## config.mk

```make
export PLATFORM = sky130hd
export DESIGN_NAME = tape_encoder
export DESIGN_NICKNAME = d
export VERILOG_FILES = /design/src/rtl/tape_encoder.sv
export SDC_FILE = /design/constraint.sdc
export NUM_CORES = 1
export LEC_CHECK = 0
export ABC_AREA = 1
export CORE_ASPECT_RATIO = 0.5
export CORE_UTILIZATION = 30
export DETAILED_ROUTE_END_ITERATION = 8
export PLACE_DENSITY = 0.54
export SETUP_SLACK_MARGIN = 0.4
export SLEW_MARGIN = 20
export SYNTH_ARGS = -nofsm -noshare
export SYNTH_HDL_FRONTEND = slang
export SYNTH_SLANG_ARGS = --single-unit
```

## constraint.sdc

```tcl
create_clock -name clk_cpu -period 2.25 [get_ports clk_cpu]
set_input_delay 0.45 -clock clk_cpu [delete_from_list [all_inputs] [get_ports clk_cpu]]
set_output_delay 0.45 -clock clk_cpu [all_outputs]
set_load 0.02 [all_outputs]
```

## src/rtl/tape_encoder.sv

```systemverilog
// Purpose  : serial tape encoder; each DATA_W-bit frame becomes start(0) + data LSB-first + stop(1)
//            as alternating pos/neg pulses at two tone rates ('0' = HALF0, '1' = HALF1 half-cycles).
// Latency  : the first pulse (tape_output_pos) is driven on the clock right after the accepting transfer.
// Backpres.: data_ready is high only in IDLE and on the final stop-bit clock, so frames can chain without a gap.
// Ports    : clk_cpu/rst (sync, active-high); data_in/data_valid/data_ready handshake;
//            busy, tape_output_pos, tape_output_neg are registered outputs.
module tape_encoder #(
    parameter int DATA_W        = 8,
    parameter int HALF0         = 1198,
    parameter int HALF1         = 599,
    parameter int PULSE_LEN     = 299,
    parameter int LEADER_CYCLES = 256
) (
    input  logic              clk_cpu,
    input  logic              rst,
    input  logic [DATA_W-1:0] data_in,
    input  logic              data_valid,
    output logic              data_ready,
    output logic              busy,
    output logic              tape_output_pos,
    output logic              tape_output_neg
);

    localparam int CW     = $clog2(HALF0 + 1);
    localparam int LW_RAW = $clog2(LEADER_CYCLES + 1);
    // A leader-less build still needs a 1-bit counter to keep the declarations legal.
    localparam int LW     = (LW_RAW < 1) ? 1 : LW_RAW;
    localparam int BW     = (DATA_W > 1) ? $clog2(DATA_W) : 1;

    typedef enum logic [2:0] {
        S_IDLE,
        S_LEADER,
        S_START,
        S_DATA,
        S_STOP
    } state_t;

    state_t            r_state, w_state_nxt;
    logic [CW-1:0]     r_cnt, w_cnt_nxt;      // clocks elapsed in the current half-cycle
    logic [1:0]        r_half, w_half_nxt;    // half-cycle index within the current symbol
    logic [LW-1:0]     r_lead, w_lead_nxt;    // leader tone cycles completed
    logic [BW-1:0]     r_bit, w_bit_nxt;      // data bits completed
    logic [DATA_W-1:0] r_shift, w_shift_nxt;  // bit 0 is the bit on the wire during DATA
    logic              r_pos, r_neg, r_busy;
    logic              w_pos_nxt, w_neg_nxt;

    logic              w_tone1;
    logic [CW-1:0]     w_half_max;
    logic [1:0]        w_half_idx_max;
    logic              w_half_end;
    logic              w_sym_end;
    logic              w_last;
    logic              w_xfer;

    // Leader and stop are always '1' tone; START is always '0' tone.
    assign w_tone1 = (r_state == S_LEADER) || (r_state == S_STOP) ||
                     ((r_state == S_DATA) && r_shift[0]);
    assign w_half_max = w_tone1 ? CW'(HALF1 - 1) : CW'(HALF0 - 1);
    // A leader "symbol" is one tone cycle (2 halves); a data '1' is two tone cycles (4 halves).
    assign w_half_idx_max = ((r_state == S_LEADER) || !w_tone1) ? 2'd1 : 2'd3;
    assign w_half_end = (r_cnt == w_half_max);
    assign w_sym_end  = w_half_end && (r_half == w_half_idx_max);
    assign w_last     = (r_state == S_STOP) && w_sym_end;

    assign data_ready = !rst && ((r_state == S_IDLE) || w_last);
    assign w_xfer     = data_valid && data_ready;

    always_comb begin
        w_state_nxt = r_state;
        w_cnt_nxt   = r_cnt;
        w_half_nxt  = r_half;
        w_lead_nxt  = r_lead;
        w_bit_nxt   = r_bit;
        w_shift_nxt = r_shift;

        if (r_state == S_IDLE) begin
            if (w_xfer) begin
                w_state_nxt = (LEADER_CYCLES == 0) ? S_START : S_LEADER;
                w_shift_nxt = data_in;
                w_cnt_nxt   = '0;
                w_half_nxt  = '0;
                w_lead_nxt  = '0;
                w_bit_nxt   = '0;
            end
        end else if (!w_half_end) begin
            w_cnt_nxt = r_cnt + 1'b1;
        end else begin
            w_cnt_nxt = '0;
            if (!w_sym_end) begin
                w_half_nxt = r_half + 1'b1;
            end else begin
                w_half_nxt = '0;
                case (r_state)
                    S_LEADER: begin
                        if (r_lead == LW'(LEADER_CYCLES - 1)) begin
                            w_state_nxt = S_START;
                            w_lead_nxt  = '0;
                        end else begin
                            w_lead_nxt = r_lead + 1'b1;
                        end
                    end
                    S_START: begin
                        w_state_nxt = S_DATA;
                        w_bit_nxt   = '0;
                    end
                    S_DATA: begin
                        w_shift_nxt = r_shift >> 1;
                        if (r_bit == BW'(DATA_W - 1)) begin
                            w_state_nxt = S_STOP;
                            w_bit_nxt   = '0;
                        end else begin
                            w_bit_nxt = r_bit + 1'b1;
                        end
                    end
                    S_STOP: begin
                        // Back-to-back frames skip the leader.
                        if (w_xfer) begin
                            w_state_nxt = S_START;
                            w_shift_nxt = data_in;
                        end else begin
                            w_state_nxt = S_IDLE;
                            w_shift_nxt = '0;
                        end
                    end
                    default: w_state_nxt = S_IDLE;
                endcase
            end
        end
    end

    // Outputs are decoded from next-state values so the registered pulse lines up
    // with the counter position it belongs to.
    assign w_pos_nxt = (w_state_nxt != S_IDLE) && (w_cnt_nxt < CW'(PULSE_LEN)) && !w_half_nxt[0];
    assign w_neg_nxt = (w_state_nxt != S_IDLE) && (w_cnt_nxt < CW'(PULSE_LEN)) &&  w_half_nxt[0];

    always_ff @(posedge clk_cpu) begin
        if (rst) begin
            r_state <= S_IDLE;
            r_cnt   <= '0;
            r_half  <= '0;
            r_lead  <= '0;
            r_bit   <= '0;
            r_shift <= '0;
            r_pos   <= 1'b0;
            r_neg   <= 1'b0;
            r_busy  <= 1'b0;
        end else begin
            r_state <= w_state_nxt;
            r_cnt   <= w_cnt_nxt;
            r_half  <= w_half_nxt;
            r_lead  <= w_lead_nxt;
            r_bit   <= w_bit_nxt;
            r_shift <= w_shift_nxt;
            r_pos   <= w_pos_nxt;
            r_neg   <= w_neg_nxt;
            r_busy  <= (w_state_nxt != S_IDLE);
        end
    end

    assign busy            = r_busy;
    assign tape_output_pos = r_pos;
    assign tape_output_neg = r_neg;

endmodule

```

======== Word level (Yosys, flattened, before mapping) ========
Cells that the tools add are included.
word-level totals
  flip-flop bits (word level) ............. 39
  word-level logic and storage cells ...... 85
  output and inout port bits .............. 4
  bits of input ports ..................... 11
operators by class
  equal/unequal tests ..................... 9
  $lt $le $gt $ge ......................... 1
  reduce and logical (&&, ||, !) cells .... 26
  add/subtract/negate cells ............... 4
  multiplexer cells ....................... 35
operators with widths
  kind                                                          number
  two-way mux 9 bit                                             6
  two-way mux 11 bit                                            4
  two-way mux 8 bit                                             5
  two-way mux 3 bit                                             11
  case mux 8 bit (2 select lines)                               1
  two-way mux 2 bit                                             6
  case mux 3 bit (4 select lines)                               1
  AND reduction 4 bit                                           3
  adder 11 x 1 -> 11 bit (second input constant)                1
  == test 11 bit                                                1
  less-than comparator 11 x 9 -> 1 bit (second input constant)  1
  adder 9 x 1 -> 9 bit (second input constant)                  1
  == test 9 x 8 -> 1 bit (second input constant)                1
  nonzero test 3 bit                                            3
  logical AND 1 bit                                             8
  == test 3 x 2 -> 1 bit (second input constant)                2
  == test 3 bit (second input constant)                         2
  case mux 3 bit (2 select lines)                               1
  nonzero test 2 bit                                            3
  logical OR 1 bit                                              4
  adder 3 x 1 -> 3 bit (second input constant)                  1
  == test 3 x 1 -> 1 bit (second input constant)                1
  logical NOT 1 bit                                             3
  logical NOT 3 bit                                             1
  other kinds (4)                                               4

======== Longest topological paths before layout ========
Gate-level depths: netlist (run 1).
  word-level depth ........................ 20
  mapped depth ............................ 18
  depth with buffers taken out ............ 18

======== Worst setup path after synthesis (run 1) ========
OpenSTA, ideal clock, no wires.
  path kind ............................... reg2out
  start ................................... register r_state[2]
  end ..................................... output port data_ready
  buffers on the path ..................... 1
  arrival ................................. 1678 ps
  path slack .............................. 122 ps
  stages on the path, launching flop included .. 11
  cell sequence ........................... dfxtp_1 -> buf_4 -> inv_2 -> nand3_1 -> nor2_1 -> nor2_2 -> nand2_1 -> nand3_4 -> inv_2 -> nand2_2 -> a21boi_0
on the way
  longest elaborated chain between the ends .. 11
  elaborated cells on any way between the ends .. 17
  those cells by class .................... eq/ne (5); mux (2); reduce/logical (10)
RTL lines
  what                                                   RTL line  RTL
  start: declaration                                     38        state_t r_state, w_state_nxt;
  start signal: assignment                               148       r_state <= w_state_nxt;
  == test 3 x 1 -> 1 bit, or another cell as far along   56, 60
  logical OR 1 bit or logical AND 1 bit (tied branches)  56, 57
  logical OR 1 bit                                       56        assign w_tone1 = (r_state == S_LEADER) || (r_state == S_STOP) ||
  logical NOT 1 bit                                      60        assign w_half_idx_max = ((r_state == S_LEADER) || !w_tone1) ? 2'd1 : 2'd3;
  logical OR 1 bit                                       60
  two-way mux 2 bit                                      60
  == test 2 bit                                          62        assign w_sym_end = w_half_end && (r_half == w_half_idx_max);
  logical AND 1 bit                                      62
  logical AND 1 bit                                      63        assign w_last = (r_state == S_STOP) && w_sym_end;
  logical OR 1 bit (*)                                   65        assign data_ready = !rst && ((r_state == S_IDLE) || w_last);
  logical AND 1 bit (*)                                  65
  end: declaration                                       18        output logic data_ready,
Mark *: on every way between the ends. The rest lies on a longest branch, timed or not.

======== Worst setup path in the final report (run 1) ========
  start ................................... register r_state[1]
  end ..................................... output port data_ready
Same word-level chain as after synthesis.

==> results_dict.tcl, run 1 <==
set metrics [dict create \
    skew_ps 4.12 \
    clock_latency_ps 280 \
    ys_warn_count 0 \
    synthMuxAreaShare 0 \
    setup_viol 0 \
    cts_buffers 5 \
    syn_avg_cell_area_um2 6.98 \
    num_antenna_cells 0 \
    synth_xor_area_frac 0.0490 \
    status "finished, final reports clean" \
    combPwrFrac 0.188 \
    place.detailed.hpwl_um 4320 \
    synth_top_area_frac 0.336 \
    seqPwrFrac 0.380 \
    drt_iter0_markers 145 \
    period_needed_ps 2140 \
    synthArstFlopShare 0 \
    clock.fmax_mhz 466 \
    synth_most_common_cell "nand2_1" \
    cts_tree "yes" \
    die_y_um 64.2 \
    syn_inst 333 \
    htreeDepth 2 \
    grtUsageTotal 0.169 \
    synth_top_area_cell "dfxtp_1" \
    grt_pass1_wl_um 10800 \
    hold_slack_ps 446 \
    grt_pass1_vias 2322 \
    rows 22 \
    required_ps 1800 \
    switching_share 0.256 \
    netlist_area_mm2 0.00232 \
    hold_class "reg2reg" \
    initial_core_util 0.314 \
    synthAdderAreaFrac 0.0215 \
    worstSetupPathType "reg2out" \
    die_w_um 126 \
    hold_viol_final 0 \
    power_switching_mw 0.497 \
    synth_nets 348 \
    cp-end-kind "output port" \
    routabilityCongestion 0.834 \
    synthTopCellsByArea "dfxtp_1 34%, nand2_1 9.0%, nor2_1 6.3%, nand3_1 6.2%, inv_1 5.5%" \
    place_ws_ps -97.3 \
    port_buffers 14 \
    power.density_mw_per_mm2 522 \
    placed_cell_area_mm2 0.00277 \
    peakVddDrop_mv 0.479 \
    syn_to_final_growth_pct 59.9 \
    drive_gt1_frac 0.435 \
    detail_route.first_pass.iterations 5 \
    via_per_inst 4.97 \
    ant_nets 0 \
    drc 0 \
    grt_max_degree 19 \
    arrival_ps 1690 \
    num-fill-cells 672 \
    ys_seq_elements 39 \
    detail_route.wl_per_cell_um 14.5 \
    worstMarginPinSlew_ps 353 \
    wl_met1_um 3220 \
    period_share 0.953 \
    routed_wirelength_um 7430 \
    clk_path_buf_depth 2 \
    crit_fanout 5 \
    cap_violations 0 \
    slew_violations 0 \
    vias 2546 \
    core_area_mm2 0.00740 \
    wl_met3_um 297 \
    synth_commonest_cells "56 x nand2_1, 39 x dfxtp_1, 39 x nor2_1" \
    synth_top_family_by_area "simple AND/OR/NAND/NOR gates" \
    cts_sinks 39 \
    slew_headroom 0.762 \
    post-route-cell-area_mm2 0.00371 \
    die_area_mm2 0.00812 \
    synthSimpleGateAreaFrac 0.324 \
    pwr-share-clk 0.432 \
    fin_ws_ps 106 \
    power.internal_mw 1.44 \
    wl_met2_um 3680 \
    boundaryPins 15 \
    grt_overflow_total 0 \
    layout.nets 430 \
    power.leakage_nw 1.58 \
    root_buffer "clkbuf_16" \
    synth_compound_area_frac 0.174 \
    synth_cell_types 38 \
    seq_area_frac_synth 0.336 \
    antenna_found_initial 0 \
    rsz0062_at_grt "yes" \
    topRoutingLayerUsed "met4" \
    final_core_util 0.502 \
    synth-edff-count 0 \
    start_kind "flop" \
    total_power_mw 1.94 \
    path_clk_slew_ps 60 \
    synth-main-ff-cell "dfxtp_1" \
]
final cells by class:
| type | instances | area, µm² | area share |
|---|---|---|---|
| clock buffer | 6 | 139 | 0.0374 |
| clock inverter | 2 | 35.0 | 0.00943 |
| inverter | 43 | 195 | 0.0525 |
| multi-input combinational | 242 | 1660 | 0.448 |
| sequential | 39 | 796 | 0.214 |
| tap | 96 | 120 | 0.0323 |
| timing repair buffer | 83 | 757 | 0.204 |
| timing repair inverter | 1 | 8.76 | 0.00236 |
sequential cells by signal (all words and copies together) (netlist names):
signal / cells
busy: 1
r_state: 3
tape_output_pos: 1
r_bit: 3
tape_output_neg: 1
r_cnt: 11
r_half: 2
r_shift: 8
r_lead: 9
what timing repair did:
item	in CTS	in global routing
pin swaps	17	23
setup endpoints to repair	25	35
cloned	2	0
setup buffers	25	13
gates resized for setup	61	84
hold buffers	0	0
routing by layer:
layer / vias to the layer above / GRT usage
li1: 1264 / -
met1: 1187 / 0.206
met2: 76 / 0.297
met3: 19 / 0.0410
met4: 0 / 0.0527
met5: - / 0
worst max-delay path, cell delays in order, from the launching register on:
cell,delay [ps]
dfxtp_4,390
inv_8,50
nor2_4,110
nand3_2,110
nand2_4,120
a21oi_2,80
nor2_4,130
nand2_2,100
a21boi_4,180
buf_6,140
metrics by stage:
| stage | setup TNS (ps) | instances |
|---|---|---|
| 6_report | 0 | 512 |
| 3_3_place_gp | -83.1 | 464 |
| 4_1_cts | 0 | 499 |
| 2_1_floorplan | 0 | 333 |
| 3_5_place_dp | -97.3 | 464 |
| 5_1_grt | 0 | 512 |
final timing paths:
check	start	end	slack, ps	cells after the start
worst max register to register	r_state[1]	tape_output_neg	130	16
worst max-delay path	r_state[1]	data_ready	110	9
worst min-delay path	r_lead[8]	r_lead[8]	450	2
worst min register to register	r_lead[8]	r_lead[8]	450	2
power groups by stage:
stage	sequential [mW]	clock [mW]	combinational [mW]
3_3_place_gp	0.747	0	0.213
3_5_place_dp	0.749	0	0.216
2_1_floorplan	0.749	0	0.130
5_1_grt	0.739	0.888	0.388
4_1_cts	0.733	0.856	0.281
6_report	0.737	0.839	0.364
kinds of logic (layout without fill, tap and decap cells):
family	after synthesis	count (layout)
adders and majority gates	4	4
buffers and inverters	53	135
xor gates and xnor gates	13	13
and+or+nand+nor	158	159
DFF	39	39
AOI/OAI and AO/OA	66	66
cells in the final DEF (no fill, tap or decap), types with 7 or more instances in the layout:
cell             netlist  routed
nand2_2                7      14
nor2_1                39      30
o21ai_0               18       8
nor2_4                 4       7
a21oi_2                4      12
clkdlybuf4s50_1        0      12
o21ai_2                1      10
nand3_2                0      10
xor2_1                 9       9
nand3_1               29      17
nand3b_1               7       7
buf_6                  2      21
buf_4                  1      47
nand2_1               56      42
dfxtp_1               39      33
a21oi_1               20      11
nand2_4                0       7
nor2_2                 3       9
inv_1                 34      32
Power figures use the tool's default switching activity.
==> run 2: changes to the inputs <==
Settings changed: CORE_UTILIZATION 30 to 35, PLACE_DENSITY 0.54 to unset, PLACE_DENSITY_LB_ADDON set to 0.25, REMOVE_ABC_BUFFERS set to 1.
==> results_dict.tcl, run 2 (synthesis gave the netlist of run 1 again) <==
set metrics [dict create \
    status "finished, final reports clean" \
    initial_core_util 0.373 \
    cts_buffers 5 \
    final_core_util 0.543 \
    reg2reg_slack_ps 210 \
    port_buffers 14 \
    ant_nets 0 \
    boundaryPins 15 \
    syn_to_final_growth_pct 45.7 \
    peakVddDrop_mv 0.330 \
    cts_tree "yes" \
    clock_latency_ps 280 \
    dp.cells 461 \
    antenna_found_initial 0 \
    start_kind "flop" \
    cts_sinks 39 \
    clk_path_buf_depth 2 \
    htreeDepth 2 \
    routed_wirelength_um 6300 \
    slew_headroom 0.708 \
    layout.nets 418 \
    drive_gt1_frac 0.344 \
    root_buffer "clkbuf_16" \
    final_cell_mix "51 x buf_4, 45 x nand2_1, 35 x dfxtp_1" \
    path_clk_slew_ps 60 \
    power.density_mw_per_mm2 569 \
    r2r_start "r_state[1]" \
    largest_register "r_cnt" \
    worstMarginPinSlew_ps 434 \
    largest_reg_flops 11 \
    arrival_ps 1620 \
    hold_viol_final 0 \
    r2r_cells 16 \
    routabilityCongestion 0.894 \
    rsz0062_at_grt "yes" \
    final_common_cell "buf_4" \
    slew_violations 0 \
    placed_cell_area_mm2 0.00279 \
    core_area_mm2 0.00623 \
    detail_route.wl_per_cell_um 12.8 \
    place.detailed.hpwl_um 4250 \
    num_antenna_cells 0 \
    worstSetupPathType "reg2out" \
    power.leakage_nw 1.44 \
    grt_pass1_wl_um 10400 \
    cp-end-kind "output port" \
    startpoint "r_state[1]" \
    required_ps 1800 \
    cap_violations 0 \
    die_y_um 59.6 \
    drc 0 \
    vias 2442 \
    hold_class "reg2reg" \
    period_share 0.921 \
    hold_slack_ps 437 \
    drt_iter0_markers 86 \
    setup_viol 0 \
    period_needed_ps 2070 \
    grtUsageTotal 0.192 \
    rows 20 \
    num-fill-cells 556 \
    hold_buffers 0 \
    stdcell_count 492 \
    die_area_mm2 0.00699 \
    rr_endpoint "r_lead[7]" \
    total_power_mw 1.93 \
    via_per_inst 4.96 \
    post-route-cell-area_mm2 0.00339 \
    grt_pass1_vias 2320 \
    largest_registers "r_cnt: 11 flops, r_lead: 9 flops, r_shift: 8 flops" \
    grt_overflow_total 0 \
    grt_max_degree 26 \
    detail_route.first_pass.iterations 4 \
    endpoint "data_ready" \
    die_w_um 117 \
    skew_ps 7.48 \
    crit_fanout 5 \
    clock.fmax_mhz 482 \
]
-- run 2: cell types whose count changed in the layout (fill, tap and decap cells not counted), moves of 4 or more --
cell and delta:
a21oi_1 +5, nand3_2 -7, o21ai_1 +4, buf_6 -14, buf_4 +4, o21ai_2 -6
a21oi_2 -4, nand3_1 +7
-- run 2: power by group --
group          internal [mW]  switching (mW)
sequential             0.713          0.0209
combinational          0.123           0.148
clock                  0.636           0.285
-- run 2: layout make-up --
| cell class | count | area (µm²) | share of cell area |
|---|---|---|---|
| clock buffers | 6 | 129 | 0.0381 |
| clock inverters | 2 | 60.1 | 0.0177 |
| inverters | 43 | 181 | 0.0536 |
| multi-input cells | 241 | 1500 | 0.443 |
| flip-flops and latches | 39 | 793 | 0.234 |
| well taps | 88 | 110 | 0.0325 |
| repair buffers | 72 | 607 | 0.179 |
| repair inverters | 1 | 5.00 | 0.00148 |
-- run 2: per-layer routing --
metal,vias up,GRT usage,share of wire
met5,-,0,0
met4,0,0.0434,0.016
met3,15,0.0378,0.028
met2,33,0.332,0.47
met1,1151,0.251,0.48
li1,1243,-,-
-- run 2: per-stage QoR --
| stage | TNS [ps] | setup WS [ps] |
|---|---|---|
| 2_1_floorplan | 0 | 35.0 |
| 3_3_place_gp | -412 | -120 |
| 3_5_place_dp | -780 | -138 |
| 4_1_cts | 0 | 204 |
| 5_1_grt | 0 | 63.1 |
| 6_report | 0 | 177 |
-- run 2: timing repair --
item                                    4_1_cts  5_1_grt
cloned                                        1        0
endpoints found under the setup margin       25       30
setup buffers                                19        3
gates resized for setup                      54       30
pin swaps                                    13       21
-- run 2: how the worst min path moves through the flow --
stage	start	endpoint	slack, ps	cells after the start
after detailed placement	r_lead[8]	r_lead[8]	440	2
after global routing	r_lead[8]	r_lead[8]	470	2
after global placement	r_lead[8]	r_lead[8]	440	2
final	r_lead[8]	r_lead[8]	440	2
after floorplan	r_lead[8]	r_lead[8]	420	2
after CTS	r_lead[8]	r_lead[8]	440	2
-- run 2: critical path, stage by stage, from the launching register on --
cell	delay, ps
dfxtp_4	370
inv_6	50
nor2_2	110
nand3_1	160
nand2_4	130
a21oi_2	70
nor2_4	90
nand2_2	70
a21boi_2	150
buf_6	140
